## src/rtl/iob_pack.sv

```systemverilog
// Bit packer: concatenates width_i-bit items MSB-first into DATA_W-bit words through a
// 2*DATA_W-bit left-aligned buffer (valid bits at the top, zeros below).
module iob_pack #(
  parameter int DATA_W = 21
) (
  input  logic                    clk_i,
  input  logic                    cke_i,
  input  logic                    arst_n_i,
  input  logic                    rst_i,
  input  logic                    wrap_i,
  input  logic [$clog2(DATA_W):0] width_i,
  input  logic                    flush_i,
  output logic                    read_o,
  input  logic                    rready_i,
  input  logic [DATA_W-1:0]       rdata_i,
  output logic                    write_o,
  input  logic                    wready_i,
  output logic [DATA_W-1:0]       wdata_o
);

  localparam int AW = $clog2(DATA_W) + 1;
  localparam int BW = 2 * DATA_W;
  localparam int LW = $clog2(BW) + 1;

  localparam logic [AW-1:0] DW_A  = AW'(DATA_W);
  localparam logic [AW:0]   DW_A1 = (AW + 1)'(DATA_W);
  localparam logic [LW:0]   DW_L  = (LW + 1)'(DATA_W);
  localparam logic [LW:0]   BW_L  = (LW + 1)'(BW);

  typedef enum logic [1:0] {S_READ, S_PUSH, S_WRITE, S_FLUSH} state_t;

  state_t          state_q, state_d;
  logic [BW-1:0]   sbuf_q, sbuf_d;
  logic [LW-1:0]   level_q, level_d;
  logic [AW-1:0]   wacc_q, wacc_d;
  logic            flush_q, flush_d;
  logic            rd, wr, live;

  logic [AW-1:0]     w_eff;
  logic [AW:0]       wsum;
  logic [LW:0]       lvl_x, w_x, lvl_plus_w, pad_x, shamt;
  logic [DATA_W-1:0] item_m, top_w;
  logic [BW-1:0]     item_sh;

  // All sums carry one spare bit so the fit checks cannot wrap around.
  assign w_eff      = (width_i > DW_A) ? DW_A : width_i;
  assign wsum       = {1'b0, wacc_q} + {1'b0, w_eff};
  assign lvl_x      = {1'b0, level_q};
  assign w_x        = (LW + 1)'(w_eff);
  assign lvl_plus_w = lvl_x + w_x;
  assign pad_x      = (LW + 1)'(DW_A - wacc_q);
  assign item_m     = rdata_i & ~({DATA_W{1'b1}} << w_eff);
  assign shamt      = BW_L - lvl_plus_w;
  assign item_sh    = {{DATA_W{1'b0}}, item_m} << shamt;
  assign top_w      = sbuf_q[BW-1 -: DATA_W];

  always_comb begin
    state_d = state_q;
    sbuf_d  = sbuf_q;
    level_d = level_q;
    wacc_d  = wacc_q;
    flush_d = flush_q | flush_i;
    rd      = 1'b0;
    wr      = 1'b0;
    case (state_q)
      S_READ: begin
        if (flush_d) begin
          state_d = S_FLUSH;
        end else if (wrap_i && (wsum > DW_A1)) begin
          level_d = LW'(lvl_x + pad_x);
          wacc_d  = '0;
          state_d = S_WRITE;
        end else if (rready_i && (w_eff != '0) && (lvl_plus_w <= BW_L)) begin
          rd      = 1'b1;
          state_d = S_PUSH;
        end else begin
          state_d = S_WRITE;
        end
      end
      S_PUSH: begin
        sbuf_d  = sbuf_q | item_sh;
        level_d = LW'(lvl_plus_w);
        wacc_d  = (wsum >= DW_A1) ? AW'(wsum - DW_A1) : AW'(wsum);
        state_d = S_WRITE;
      end
      S_WRITE: begin
        if ((lvl_x >= DW_L) && wready_i) begin
          wr      = 1'b1;
          sbuf_d  = sbuf_q << DATA_W;
          level_d = LW'(lvl_x - DW_L);
        end
        state_d = S_READ;
      end
      S_FLUSH: begin
        // Whole words still buffered drain first; the zero tail below level pads the last one.
        if (level_q == '0) begin
          wacc_d  = '0;
          flush_d = 1'b0;
          state_d = S_READ;
        end else if (wready_i) begin
          wr = 1'b1;
          if (lvl_x >= DW_L) begin
            sbuf_d  = sbuf_q << DATA_W;
            level_d = LW'(lvl_x - DW_L);
          end else begin
            sbuf_d  = '0;
            level_d = '0;
            wacc_d  = '0;
            flush_d = 1'b0;
            state_d = S_READ;
          end
        end
      end
      default: state_d = S_READ;
    endcase
  end

  always_ff @(posedge clk_i or negedge arst_n_i) begin
    if (!arst_n_i) begin
      state_q <= S_READ;
      sbuf_q  <= '0;
      level_q <= '0;
      wacc_q  <= '0;
      flush_q <= 1'b0;
    end else if (rst_i) begin
      state_q <= S_READ;
      sbuf_q  <= '0;
      level_q <= '0;
      wacc_q  <= '0;
      flush_q <= 1'b0;
    end else if (cke_i) begin
      state_q <= state_d;
      sbuf_q  <= sbuf_d;
      level_q <= level_d;
      wacc_q  <= wacc_d;
      flush_q <= flush_d;
    end
  end

  // Strobes must never fire while held in reset or with the clock disabled.
  assign live    = arst_n_i & ~rst_i & cke_i;
  assign read_o  = rd & live;
  assign write_o = wr & live;
  assign wdata_o = write_o ? top_w : '0;

endmodule

```

## config.mk

```make
export PLATFORM = sky130hd
export DESIGN_NAME = iob_pack
export DESIGN_NICKNAME = d
export VERILOG_FILES = /design/src/rtl/iob_pack.sv
export SDC_FILE = /design/constraint.sdc
export NUM_CORES = 1
export LEC_CHECK = 0
export BUFFER_PORTS_ARGS = -buffer_cell sky130_fd_sc_hd__buf_2
export CAP_MARGIN = 15
export CORE_MARGIN = 3
export CORE_UTILIZATION = 67
export CTS_CLUSTER_DIAMETER = 100
export DETAILED_ROUTE_END_ITERATION = 8
export HOLD_SLACK_MARGIN = 0.05
export PLACE_DENSITY = 0.88
export SYNTH_ARGS = -nofsm -noshare
export SYNTH_HDL_FRONTEND = slang
export SYNTH_SLANG_ARGS = --single-unit
```

## constraint.sdc

```tcl
create_clock -name clk_i -period 5.6 [get_ports clk_i]
set_input_delay 0.56 -clock clk_i [delete_from_list [all_inputs] [get_ports clk_i]]
set_output_delay 0.56 -clock clk_i [all_outputs]
set_load 0.005 [all_outputs]
```

Word level (Yosys, flattened, before mapping)
Cells that the tools add are included.

Flip-flop bits (word level): 58. Bits of input ports: 35. Logic and storage cells: 102.

Add/sub/neg operators: 7. Order comparisons: 5. Eq/ne operators: 10. Shifts and indexed selects: 2. Muxes and demuxes: 50. Bitwise gates (word level): 9. Reduce and logical (&&, ||, !) cells: 14.

Operator list (number): 42-bit 2-to-1 mux (6); 42-bit case mux with 3 select lines (1); 7-bit 2-to-1 mux (8); 6-bit 2-to-1 mux (9); 42-bit OR (1); 21-bit by 8-bit << shifter with 42-bit output (1); 7-bit case mux with 4 select lines (1); 21-bit AND (1); 21-bit 2-to-1 mux (1); 21-bit inverter (1); 21-bit by 6-bit << shifter with 21-bit output (first input constant) (1); 6-bit case mux with 3 select lines (1); 2-bit 2-to-1 mux (8); 3-bit != test (second input constant) (5); 7-bit by 5-bit >= comparator with 1-bit output (second input constant) (2); 1-bit 2-to-1 mux (13); 6-bit AND reduction (2); 7-bit by 6-bit adder with 8-bit output (1); 8-bit by 6-bit <= comparator with 1-bit output (second input constant) (1); 4-bit != test (second input constant) (2); 2-bit case mux with 4 select lines (1); 4-bit nonzero test (2); 6-bit by 8-bit subtractor with 8-bit output (first input constant) (1); 6-bit by 6-bit adder with 7-bit output (1); other kinds (19) (26).

Longest topological paths before layout
Gate-level depths: netlist (run 1).

Depth in word-level cells: 11. Mapped depth: 17.

Worst setup path after synthesis (run 1)
No wires, ideal clock.

Path type: in2reg. Start: input width_i[3]. End: register sbuf_q[41]. Setup time: 0.096 ns. Arrival: 3.836 ns. Slack: 1.668 ns. Stages on the path: 14. Path buffers: 3. Path through: clkbuf_1 nand2b_1 a211o_1 ha_1 ha_1 ha_1 inv_1 xnor3_1 buf_2 buf_1 nand3_1 mux2_2 o31a_1 o31ai_1.

Longest elaborated chain between the ends: 10.

RTL lines: from (decl) (RTL line 11) `input logic [$clog2(DATA_W):0] width_i,`; 6-bit by 5-bit greater-than comparator with 1-bit output (RTL line 46) `assign w_eff = (width_i > DW_A) ? DW_A : width_i;`; 6-bit 2-to-1 mux (*) (RTL line 46); parallel branches: the longest is 3 deep, another holds 7-bit by 6-bit adder with 8-bit output; 21-bit by 8-bit << shifter with 42-bit output (*) (RTL line 54) `assign item_sh = {{DATA_W{1'b0}}, item_m} << shamt;`; 42-bit OR (*) (RTL line 81) `sbuf_d = sbuf_q | item_sh;`; 42-bit case mux with 3 select lines (*) (RTL line 65) `case (state_q)`; 42-bit 2-to-1 mux (*) (RTL line 131) `end else if (cke_i) begin`; 42-bit 2-to-1 mux (*) (RTL line 125) `end else if (rst_i) begin`; to (signal assigned) (RTL line 133) `sbuf_q <= sbuf_d;`; to (decl) (RTL line 33) `logic [BW-1:0] sbuf_q, sbuf_d;`.

Mark *: on every way between the ends. The select of a mux whose other input is x is not followed. A chain may end at the register's enable or synchronous reset.

Worst setup path after layout (run 1)
Start: input width_i[4]. End: output read_o.

Longest elaborated chain between the ends: 10.

RTL lines: 6-bit by 5-bit greater-than comparator with 1-bit output (RTL line 46); 6-bit 2-to-1 mux (*) (RTL line 46); 7-bit by 6-bit adder with 8-bit output / 6-bit nonzero test (equally long branches) (RTL line 50, 73); 8-bit by 6-bit <= comparator with 1-bit output / 1-bit logical AND (equally long branches) (RTL line 73) `end else if (rready_i && (w_eff != '0) && (lvl_plus_w <= BW_L)) begin`; 1-bit logical AND (RTL line 73); 1-bit 2-to-1 mux (RTL line 73); 1-bit 2-to-1 mux (*) (RTL line 69) `end else if (wrap_i && (wsum > DW_A1)) begin`; 1-bit 2-to-1 mux (*) (RTL line 67) `if (flush_d) begin`; 1-bit 2-to-1 mux (*) (RTL line 65); 1-bit AND (*) (RTL line 142) `assign read_o = rd & live;`; to (decl) (RTL line 13) `output logic read_o,`.

Every way passes the cells marked *; elsewhere a longest branch is shown, timed or not.

==> results of run 1 <==
## layout make-up
cell class / count / area share
multi-input cells: 680 / 0.673
flip-flops and latches: 58 / 0.206
repair buffers: 69 / 0.0532
well taps: 129 / 0.0229
inverters: 35 / 0.0186
clock buffers: 9 / 0.0175
clock inverters: 7 / 0.00974
## cells in the final DEF, fill, tap and decap left out, drive strengths merged, types with 8 or more instances in the layout
master | Yosys | routed
buf | 20 | 69
o21a | 15 | 15
a221oi | 8 | 8
or3 | 9 | 9
and2 | 27 | 27
mux2 | 10 | 10
xnor2 | 18 | 18
clkbuf | 33 | 9
nor2 | 67 | 67
a21oi | 44 | 44
o31ai | 16 | 16
nand2 | 64 | 64
mux2i | 29 | 29
ha | 31 | 31
dfrtp | 58 | 58
o211ai | 16 | 16
o21ai | 71 | 71
inv | 34 | 35
a211oi | 11 | 11
and3 | 8 | 8
nor3 | 29 | 29
a22oi | 13 | 13
a31oi | 15 | 15
nand3 | 30 | 30
## worst max-delay path by stage
stage	slack (ps)	cells past startpoint	end	start
after detailed placement	400	12	sbuf_q[26]	width_i[4]
after floorplan	1670	14	sbuf_q[41]	width_i[3]
final	520	12	read_o	width_i[4]
after global routing	190	12	sbuf_q[26]	width_i[4]
after global placement	590	12	sbuf_q[26]	width_i[4]
after CTS	660	12	read_o	width_i[4]
## Yosys cell counts (10+ instances only)
cell and count:
nor2_1 65, nand2_1 63, dfrtp_1 58, o21ai_0 58, a21oi_1 40, inv_1 34
clkbuf_1 32, ha_1 31, nand3_1 30, mux2i_1 29, and2_1 27, nor3_1 25
buf_2 17, o211ai_1 16, o31ai_1 15, xnor2_1 15, a31oi_1 14, o21a_1 14
a22oi_1 13, a211oi_1 11, mux2_2 10, o21ai_1 10
## power by group
part	switching [mW]	leakage [nW]	internal, mW
Clock	0.190	0.0954	0.205
Sequential	0.0763	0.800	0.463
Combinational	2.41	2.16	1.28
Total	2.68	3.05	1.95
## stage by stage
step           power (mW)   util  cell area [um2]
2_1_floorplan        3.20      -             6560
3_3_place_gp         3.98  0.732             6860
3_5_place_dp         4.04  0.732             6860
4_1_cts              4.45  0.753             7050
5_1_grt              4.87  0.754             7060
6_report             4.63  0.754             7060
## routing by layer
metal,up-vias,wire [um],share of wire,global-route usage
li1,3186,-,-,-
met1,3317,8510,0.40,0.516
met2,497,9530,0.45,0.592
met3,83,2510,0.12,0.0902
met4,0,822,0.038,0.144
met5,-,0,0,0
## registers in the layout, summed over array words and instances (netlist names)
name and count:
wacc_q 6, flush_q 1, state_q 2, level_q 7, sbuf_q 42
## cells by family after synthesis
| logic type | after synthesis |
|---|---|
| buffers and inverters | 88 |
| other | 1 |
| AO/OA/AOI/OAI | 297 |
| XOR/XNOR | 27 |
| flip-flops | 58 |
| AND/OR/NAND/NOR | 278 |
| adder cells (fa/ha/maj) | 35 |
| multiplexers | 41 |
## worst max-delay path: stages
cell and delay, ps:
buf_2 180, nor2_1 720, inv_1 540, ha_1 700, a31oi_1 220, a21boi_1 390
nor2_1 190, o21ai_0 110, nand4b_1 220, nor3_1 380, and3_1 190, buf_2 110
==> reports/metrics.csv, run 1 <==
stage,metric,value,unit
setup_path,cp_max_fo,14,
floorplan,die_area,11000,um2
cts,cts-root-buf,clkbuf_8,
detailed_routing,wirelength,21400,um
sta,tns,0,ps
sta,relSlewSlack,0.210,
layout,drive_gt1_frac,0.162,
detailed_routing,antenna_left,0,
global_route,grt_pass1_vias,6541,
logic_synthesis,synth_mux_area_frac,0.0684,
placement,gp_congestion,0.976,
cts,numCtsBuffers,9,
detailed_routing,drt_iter0_drc,854,
worst_hold_path,hold_class,in -> async,
logic_synthesis,ys_types,100,
logic_synthesis,synth_ff_type,dfrtp_1,
layout,layoutNonFillerInstCount,987,
global_route,grt_first_pass_wirelength,34100,um
logic_synthesis,synth.cell_area,6550,um2
cts,cts_tree,built,
sta,fin_ws,521,ps
layout,multiInputGateArea,4750,um2
floorplan,initial_utilization,0.699,
setup_path,reg2reg_depth,12,
logic_synthesis,yosys.area_share.simple,0.217,
logic_synthesis,avgSynthCellArea,7.94,um2
logic_synthesis,seq_area_frac_synth,0.222,
cts,cts_resized,0,
sta,worst-slew-pin-transition,1180,ps
placement,placed_cells,970,
layout,area_growth,7.79,%
setup_path,cp-start-kind,primary input,
sta,drv_slew,0,
floorplan,io-pin-count,58,
cts,hold_buffers,0,
sta,hold_ws,361,ps
setup_path,regToRegStartpoint,level_q[1],
logic_synthesis,synth_edf_count,0,
power,leakage,3.05,nW
setup_path,r2r_end,sbuf_q[26],
global_route,grt_usage,0.381,
sta,rsz0062_at_grt,false,
logic_synthesis,yosys.area.top_type,dfrtp_1,
layout,final_nets,920,
layout,diodes,0,
sta,final.setup_skew,9.13,ps
cts,cts_setup_buffers,0,
logic_synthesis,synth_adder_area_share,0.0672,
setup_path,crit_path_end_kind,output port,
setup_path,arrival,4520,ps
floorplan,fp.dieW,105,um
setup_path,required,5040,ps
logic_synthesis,async_reset_ff_frac,1.00,
cts,clock_sinks,58,
logic_synthesis,synth_xor_area_frac,0.0466,
sta,setup_viol,0,
detailed_routing,wire_per_inst,21.6,um
detailed_routing,via_per_inst,7.18,
power,ir_worst_vdd,332,uV
global_route,antenna_found_initial,0,
floorplan,coreArea,9370,um2
layout,nFillCells,725,
placement,place_ws,404,ps
global_route,gr-total-overflow,0,
sta,fmax,197,MHz
cts,clockBufferDepth,2,
setup_path,crit_type,in -> out,
logic_synthesis,synth_top_area_frac,0.222,
placement,portBuffers,57,
logic_synthesis,syn_inst,825,
placement,hpwl,16200,um
floorplan,die_h,105,um
logic_synthesis,synth-compound-area-share,0.324,
global_route,grt_max_degree,61,
logic_synthesis,synth_area_leaders,"dfrtp_1 22%, ha_1 5.9%, mux2i_1 4.4%",
cts,clk_pin_slew,80,ps
cts,insertion_delay,340,ps
logic_synthesis,yosysWarnings,0,
sta,layout_min_cycle_time,5080,ps
detailed_routing,drc,0,
setup_path,r2r_setup_slack,1300,ps
detailed_routing,drt_pass1_iterations,7,
logic_synthesis,ys_ff_latch,58,
cts,h-tree-depth,3,
logic_synthesis,synth_top_family_by_area,compound AO/OA/AOI/OAI gates,
floorplan,rows,35,
flow_run,maxCapViolations,0,
detailed_routing,vias,7083,
power,powerDensity,655,nW/um2
layout,ff_latch_area,1450,um2
sta,final.period_utilization,0.907,
outcome,status,"finished, final reports clean",
sta,hold_viol,0,
Power figures use the tool's default switching activity.
==> inputs of run 2 (changes only) <==
CORE_UTILIZATION = 30   (was 67)
PLACE_DENSITY = unset   (was 0.88)
==> run 2 against run 1 <==
Critical path depth did not move. Register-to-register slack improved by 350 ps. Clock skew shrank 1.2 ps. Cell count is 15% higher. Total power rose by 0.92%. Die area up 110%. Largest cell class unchanged. Count of clock-buffer cells in the layout up 2. Via count down 6.3%. Non-clock buffer count unchanged. Utilization is 41 points lower.
==> reports/metrics.csv, run 2 (synthesis results as in run 1) <==
stage,metric,value,unit
placement,hpwl,16300,um
global_route,grt_usage,0.178,
global_route,antenna_found_initial,0,
sta,layout_min_cycle_time,4840,ps
placement,gp_congestion,0.898,
global_route,gr-total-overflow,0,
layout,top_register,sbuf_q,
layout,final_area,7320,um2
sta,final.setup_skew,7.95,ps
worst_hold_path,worstHoldStart,cke_i,
setup_path,crit_start,width_i[4],
setup_path,regToRegStartpoint,level_q[0],
cts,h-tree-depth,3,
layout,nFillCells,2304,
setup_path,cp-start-kind,primary input,
global_route,grt_first_pass_wirelength,34300,um
cts,insertion_delay,340,ps
sta,rsz0062_at_grt,false,
outcome,status,"finished, final reports clean",
sta,tns,0,ps
cts,hold_buffers,0,
cts,cts_setup_buffers,0,
cts,cts_tree,built,
placement,place_area,7040,um2
setup_path,crit_type,in -> out,
placement,portBuffers,57,
cts,clockBufferDepth,2,
cts,clk_pin_slew,50,ps
cts,cts_resized,0,
flow_run,maxCapViolations,0,
global_route,use_met3,0.0310,
global_route,top_usage_layer,met1,
sta,relSlewSlack,0.273,
global_route,met1_usage,0.267,
setup_path,required,5040,ps
layout,multiInputGateArea,4750,um2
layout,largest_reg_flops,42,
setup_path,critPathSlowestCell,ha_1,
layout,ff_latch_area,1450,um2
sta,setup_viol,0,
floorplan,fp.dieW,154,um
detailed_routing,drt_iter0_drc,787,
sta,hold_viol,0,
setup_path,crit_path_end_kind,output port,
sta,worst-slew-pin-transition,1060,ps
detailed_routing,drc,0,
layout,layoutNonFillerInstCount,1133,
global_route,met2_usage,0.264,
floorplan,rows,53,
layout,area_growth,11.8,%
floorplan,coreArea,21200,um2
power,ir_worst_vdd,329,uV
sta,fmax,206,MHz
layout,reg_top3,"sbuf_q (42), level_q (7), wacc_q (6)",
setup_path,slowest_delay,670,ps
power,powerDensity,638,nW/um2
layout,drive_gt1_frac,0.161,
setup_path,cp_max_fo,14,
detailed_routing,wirelength,21400,um
detailed_routing,via_per_inst,5.86,
sta,hold_ws,450,ps
detailed_routing,drt_pass1_iterations,5,
global_route,grt_max_degree,60,
worst_hold_path,hold_class,in -> reg,
detailed_routing,wire_per_inst,18.9,um
layout,final_nets,920,
floorplan,io-pin-count,58,
sta,final.period_utilization,0.865,
setup_path,timing.critical_path.cells,"buf_2, nor2_1, inv_1, ha_1, a31oi_1, a21boi_1, nor2_1, o21ai_0, nand4b_1, nor3_1, and3_1, buf_2",
cts,cts-root-buf,clkbuf_16,
layout,most-common-layout-cells,"64 x nor2_1, 63 x nand2_1, 58 x o21ai_0, 58 x dfrtp_1, 57 x buf_2",
setup_path,arrival,4280,ps
cts,numCtsBuffers,9,
placement,placed_cells,1116,
detailed_routing,antenna_left,0,
power,leakage,3.09,nW
floorplan,initial_utilization,0.309,
detailed_routing,vias,6634,
global_route,grt_pass1_vias,6254,
cts,clock_sinks,58,
floorplan,die_area,23600,um2
layout,diodes,0,
layout,final_common_cell,nor2_1,
floorplan,die_h,154,um
sta,drv_slew,0,
## run 2: final cells by class
type / count / share of cell area
Sequential cell: 58 / 0.198
Inverter: 35 / 0.0179
Multi-Input combinational cell: 680 / 0.648
Clock buffer: 11 / 0.0331
Clock inverter: 5 / 0.00410
Tap cell: 275 / 0.0470
Timing Repair Buffer: 69 / 0.0512
## run 2: stage by stage
stage | util | power (mW) | worst slack (ps)
6_report | 0.345 | 4.67 | 757
5_1_grt | 0.345 | 4.98 | 438
4_1_cts | 0.345 | 4.57 | 754
3_5_place_dp | 0.332 | 4.03 | 739
3_3_place_gp | 0.332 | 4.04 | 760
2_1_floorplan | - | 3.20 | 1670
## run 2: layer usage
metal / vias to the layer above / wire length (um)
li1: 3179 / -
met1: 3155 / 10500
met2: 273 / 9140
met3: 27 / 1470
met4: 0 / 327
met5: - / 0
## run 2: worst max-delay path: cells and delay by family
kind,cells,cell delay [ps]
and+or+nand+nor,5,1560
buffers and inverters,3,800
AOI/OAI and AO/OA,3,690
adders and majority gates,1,670
## run 2: path summary, 6_finish.rpt
kind	end	slack, ps	cells after the start
setup / recovery	read_o	760	12
hold / removal	flush_q	450	2
setup reg to reg	sbuf_q[23]	1650	10
hold reg to reg	sbuf_q[8]	490	2
max in group asynchronous	level_q[5]	4620	2
min in group asynchronous	sbuf_q[36]	460	2
## run 2: power by group
part	switching, mW	total (mW)	internal [mW]
combinational	2.34	3.61	1.27
sequential	0.0719	0.536	0.464
clock	0.213	0.522	0.309
total	2.63	4.67	2.04
